[config.mk]
export PLATFORM = sky130hd
export DESIGN_NAME = vregfile
export DESIGN_NICKNAME = d
export VERILOG_FILES = /design/src/rtl/vregfile.sv
export SDC_FILE = /design/constraint.sdc
export NUM_CORES = 2
export LEC_CHECK = 0
export CAP_MARGIN = 20
export CORE_MARGIN = 3
export CORE_UTILIZATION = 43
export CTS_CLUSTER_SIZE = 25
export DETAILED_ROUTE_END_ITERATION = 16
export SYNTH_ARGS = -nofsm -noshare
export SYNTH_HDL_FRONTEND = slang
export SYNTH_SLANG_ARGS = --single-unit
[constraint.sdc]
create_clock -name clk -period 5.5 [get_ports clk]
set_input_delay 0.55 -clock clk [delete_from_list [all_inputs] [get_ports clk]]
set_output_delay 0.55 -clock clk [all_outputs]
set_load 0.1 [all_outputs]
[src/rtl/vregfile.sv]
// Vector register file: DEPTH x (LANES*ELEM_W) storage, two bypassed read ports,
// one lane-masked write port, per-register busy scoreboard and a post-reset clear sweep.
module vregfile #(
  parameter  int LANES    = 4,
  parameter  int ELEM_W   = 32,
  parameter  int DEPTH    = 16,
  parameter  int ZERO_REG = 1,
  localparam int AW       = $clog2(DEPTH),
  localparam int DW       = LANES * ELEM_W
) (
  input  logic              clk,
  input  logic              rst,
  output logic              init_busy,
  input  logic [AW-1:0]     ra1,
  input  logic [AW-1:0]     ra2,
  output logic [DW-1:0]     rd1,
  output logic [DW-1:0]     rd2,
  output logic              busy1,
  output logic              busy2,
  input  logic              we,
  input  logic [AW-1:0]     wa,
  input  logic [LANES-1:0]  wmask,
  input  logic [DW-1:0]     wd,
  input  logic              iss_valid,
  input  logic [AW-1:0]     iss_wa,
  output logic              iss_stall
);

  localparam logic ZR = (ZERO_REG != 0);

  logic [DW-1:0]    r_mem [DEPTH];
  logic [DEPTH-1:0] r_busy;
  logic [AW-1:0]    r_cnt;
  logic             r_init;

  logic             w_we;
  logic             w_wr_ok;
  logic             w_fwd1;
  logic             w_fwd2;
  logic             w_fwdi;
  logic             w_iss_ok;
  logic             w_zero1;
  logic             w_zero2;
  logic [DEPTH-1:0] w_busy_nxt;

  assign init_busy = r_init;

  // Traffic is ignored entirely while the clear sweep is running.
  assign w_we    = we & ~r_init;
  assign w_wr_ok = w_we & ~(ZR & (wa == '0));

  assign w_fwd1  = w_we & (wa == ra1);
  assign w_fwd2  = w_we & (wa == ra2);
  assign w_fwdi  = w_we & (wa == iss_wa);

  assign busy1     = ~r_init & r_busy[ra1] & ~w_fwd1;
  assign busy2     = ~r_init & r_busy[ra2] & ~w_fwd2;
  assign iss_stall = r_init | (iss_valid & r_busy[iss_wa] & ~w_fwdi);
  // Issue to the zero register is accepted but never marks it busy.
  assign w_iss_ok  = iss_valid & ~iss_stall & ~(ZR & (iss_wa == '0));

  assign w_zero1 = r_init | (ZR & (ra1 == '0));
  assign w_zero2 = r_init | (ZR & (ra2 == '0));

  always_comb begin
    rd1 = '0;
    rd2 = '0;
    for (int l = 0; l < LANES; l++) begin
      if (!w_zero1) begin
        rd1[l*ELEM_W +: ELEM_W] = (w_fwd1 & wmask[l]) ? wd[l*ELEM_W +: ELEM_W]
                                                       : r_mem[ra1][l*ELEM_W +: ELEM_W];
      end
      if (!w_zero2) begin
        rd2[l*ELEM_W +: ELEM_W] = (w_fwd2 & wmask[l]) ? wd[l*ELEM_W +: ELEM_W]
                                                       : r_mem[ra2][l*ELEM_W +: ELEM_W];
      end
    end
  end

  // Set is applied after clear so a same-cycle reservation wins.
  always_comb begin
    w_busy_nxt = r_busy;
    if (w_we)     w_busy_nxt[wa]     = 1'b0;
    if (w_iss_ok) w_busy_nxt[iss_wa] = 1'b1;
    if (ZR)       w_busy_nxt[0]      = 1'b0;
  end

  always_ff @(posedge clk) begin
    if (!rst) begin
      r_init <= 1'b1;
      r_cnt  <= '0;
      r_busy <= '0;
    end else if (r_init) begin
      if (r_cnt == AW'(DEPTH - 1)) r_init <= 1'b0;
      else                         r_cnt  <= r_cnt + 1'b1;
    end else begin
      r_busy <= w_busy_nxt;
    end
  end

  // Storage has no reset of its own; the sweep zeroes it after every reset.
  always_ff @(posedge clk) begin
    if (rst) begin
      if (r_init) begin
        r_mem[r_cnt] <= '0;
      end else if (w_wr_ok) begin
        for (int l = 0; l < LANES; l++) begin
          if (wmask[l]) r_mem[wa][l*ELEM_W +: ELEM_W] <= wd[l*ELEM_W +: ELEM_W];
        end
      end
    end
  end

endmodule

==> results.cfg <==
[outcome]
outcome = finished clean

[clock_network]
post_cts_buffers = 0
cts-root-buf = clkbuf_16
clock_path_buffers = 3
h-tree-depth = 4
cts_buffers = 216
path_clk_slew_ns = 0.06
insertion_delay_ns = 0.88
cts_resized = 0
hold_buffers = 0
cts_tree = built
cts.sinks = 2068

[route]
via_count = 55100
first_pass_iters = 7
dr.first_iter.drc_count = 5546
postRouteAntennaNets = 0
wl_per_cell_um = 33.5
wl_um = 285000
vias_per_cell = 6.49
drc = 0

[timing]
fmax_mhz = 223
slew_viol_final = 0
finalCriticalPeriod_ns = 4.49
grt_setup_unrepaired = false
finalSetupViolCount = 0
max_slew.worst_pin.slew_ns = 1.10
finalCritPeriodShare_pct = 81.6
relSlewSlack_pct = 26.7
setup_tns_ns = 0
fin_skew_ns = 0.0307
hold_violations = 0

[power]
p_switching_w = 0.00770
powerDensity_mw_per_mm2 = 296
ir_drop_uv = 329
power_frac_seq_pct = 51.3
power_leakage_nw = 39.5
power.internal_w = 0.0261
pwr-share-comb_pct = 7.0
swShare_pct = 22.8
clkPwrFrac_pct = 41.7

[placement]
io_buffers = 411
place_congestion = 0.881
dpl.hpwl_um = 158000

[grt]
grt.busiest_layer = met2
grt_max_degree = 131
grt.overflow.total = 0
grt_pass1_wl_um = 407000
met3_usage_pct = 5.06
grt.met2_usage_pct = 38.9
grt_use_met1_pct = 33.2
grtUsageTotal_pct = 24.2
grt_antenna_before_repair = 12
grt_pass1_vias = 57800

[synthesis]
synthTopCellsByArea = edfxtp_1 (63%), mux4_2 (24%), mux2i_1 (2.7%)
avgSynthCellArea_um2 = 19.7
async_flop_share_pct = 0
synth_most_common_cell = edfxtp_1
yosys-top-cells-count = edfxtp_1 (2048), mux4_2 (1034), mux2i_1 (260)
synth_top_area_share_pct = 62.9
syn_area_mm2 = 0.0978
ys_types = 62
synth_edf_count = 2048
synth_ff_type = edfxtp_1
ys_warn_count = 0
syn-num-nets = 5119
yosys.area.top_type = edfxtp_1
netlist_instances = 4966
ys_seq_area_share_pct = 63.3
synth_seq_cells = 2068

[hold_path]
hold_path_class = reg -> reg

[die]
die-area_mm2 = 0.233
coreArea_mm2 = 0.226
die_x_um = 483
rows = 174
ios = 412
fp.dieH_um = 483
initial_core_util_pct = 43.4

[finish]
drive_gt1_share_pct = 34.1
areaGrowthSynthToFinish_pct = 16.8
fillCellCount = 18200
fin_util_pct = 50.6
fin_nets = 5464

[critical_path]
required_ns = 4.95
cp-start-kind = input pin
cp-end-kind = output pin
path_max_fanout = 19
cp.arrival_ns = 3.94
critical_path_class = in -> out

[run]
cap_violations = 0
cell usage in the layout, fill, tap and decap left out, types with 8 or more instances in the layout:
| cell | instances |
|---|---|
| o211ai_1 | 9 |
| a21oi_4 | 8 |
| mux2i_1 | 260 |
| nor2_1 | 14 |
| o21ai_1 | 254 |
| nor2_4 | 12 |
| nand3_1 | 9 |
| nand2_1 | 28 |
| bufinv_16 | 11 |
| o31ai_1 | 8 |
| clkbuf_16 | 218 |
| mux4_2 | 1034 |
| buf_4 | 202 |
| a22oi_1 | 254 |
| nor3_2 | 48 |
| dfxtp_1 | 20 |
| buf_12 | 217 |
| and2_1 | 129 |
| nor2b_1 | 8 |
| edfxtp_1 | 2048 |
| clkinv_1 | 49 |
| nand2b_1 | 9 |
| a22o_1 | 255 |
| clkbuf_1 | 53 |
| clkdlybuf4s50_1 | 145 |
| a21oi_1 | 14 |
| and3_2 | 8 |
| clkinv_2 | 48 |
per-layer routing:
layer	vias up	part of all wire [%]
met5	-	0.029
met4	6	2.9
met3	429	8.1
met2	2388	49
met1	29900	40
li1	22400	-
critical path, cell delays in order:
cell and delay, ns:
clkdlybuf4s50_1 0.76, xnor2_1 0.18, nand3_1 0.14, nor3_4 0.67, and3_2 0.77, buf_4 0.36
a22o_1 0.18, buf_4 0.29
cell type report:
cell class	instances	area [µm²]	share of cell area, %
clock buffer	272	5660	4.95
timing repair buffer	573	7450	6.53
sequential	2068	61900	54.2
clock inverter	131	1140	0.996
multi-input combinational	2449	34300	30.0
tap	2992	3740	3.28
antenna	6	15.0	0.0132
inverter	3	11.3	0.00986
state kept, by name, summed over array words and instances (netlist names):
register,count
r_busy,15
r_cnt,4
init_busy,1
r_mem,2048
power by group through the flow:
stage / registers, W / logic [W] / clock network (W)
6_report: 0.0173 / 0.00235 / 0.0141
5_1_grt: 0.0173 / 0.00246 / 0.0150
4_1_cts: 0.0173 / 0.00237 / 0.0143
3_5_place_dp: 0.0177 / 0.00236 / 0
3_3_place_gp: 0.0176 / 0.00236 / 0
2_1_floorplan: 0.0177 / 0.00148 / 0
logic make-up after synthesis:
kind of cell             count (synthesis)  synth area share [%]
flip-flops                            2068                  63.3
multiplexers                          1298                  26.5
AO/OA/AOI/OAI                          840                  6.15
buffers and inverters                  449                  2.16
AND/OR/NAND/NOR                        297                  1.74
XOR/XNOR                                13                 0.116
adder cells (fa/ha/maj)                  1                0.0128
worst paths after layout:
kind              start             to  slack, ns  depth (start not counted)
max               wa[2]        rd1[90]       1.01                          8
min          r_busy[10]     r_busy[10]       0.51                          2
max reg2reg   init_busy  r_mem[10][31]       2.33                          6
min reg2reg  r_busy[10]     r_busy[10]       0.51                          2
stage by stage:
step	setup WS (ns)	hold WS, ns	area [µm²]	instances	total power, W
floorplan	0.659	0.459	97800	4966	0.0191
global route	0.899	0.567	114000	8492	0.0348
finish	1.01	0.508	114000	8494	0.0338
global placement	0.978	0.494	107000	8084	0.0200
detailed placement	0.892	0.489	107000	8084	0.0200
CTS	1.04	0.504	114000	8487	0.0340
Power figures use the tool's default switching activity.
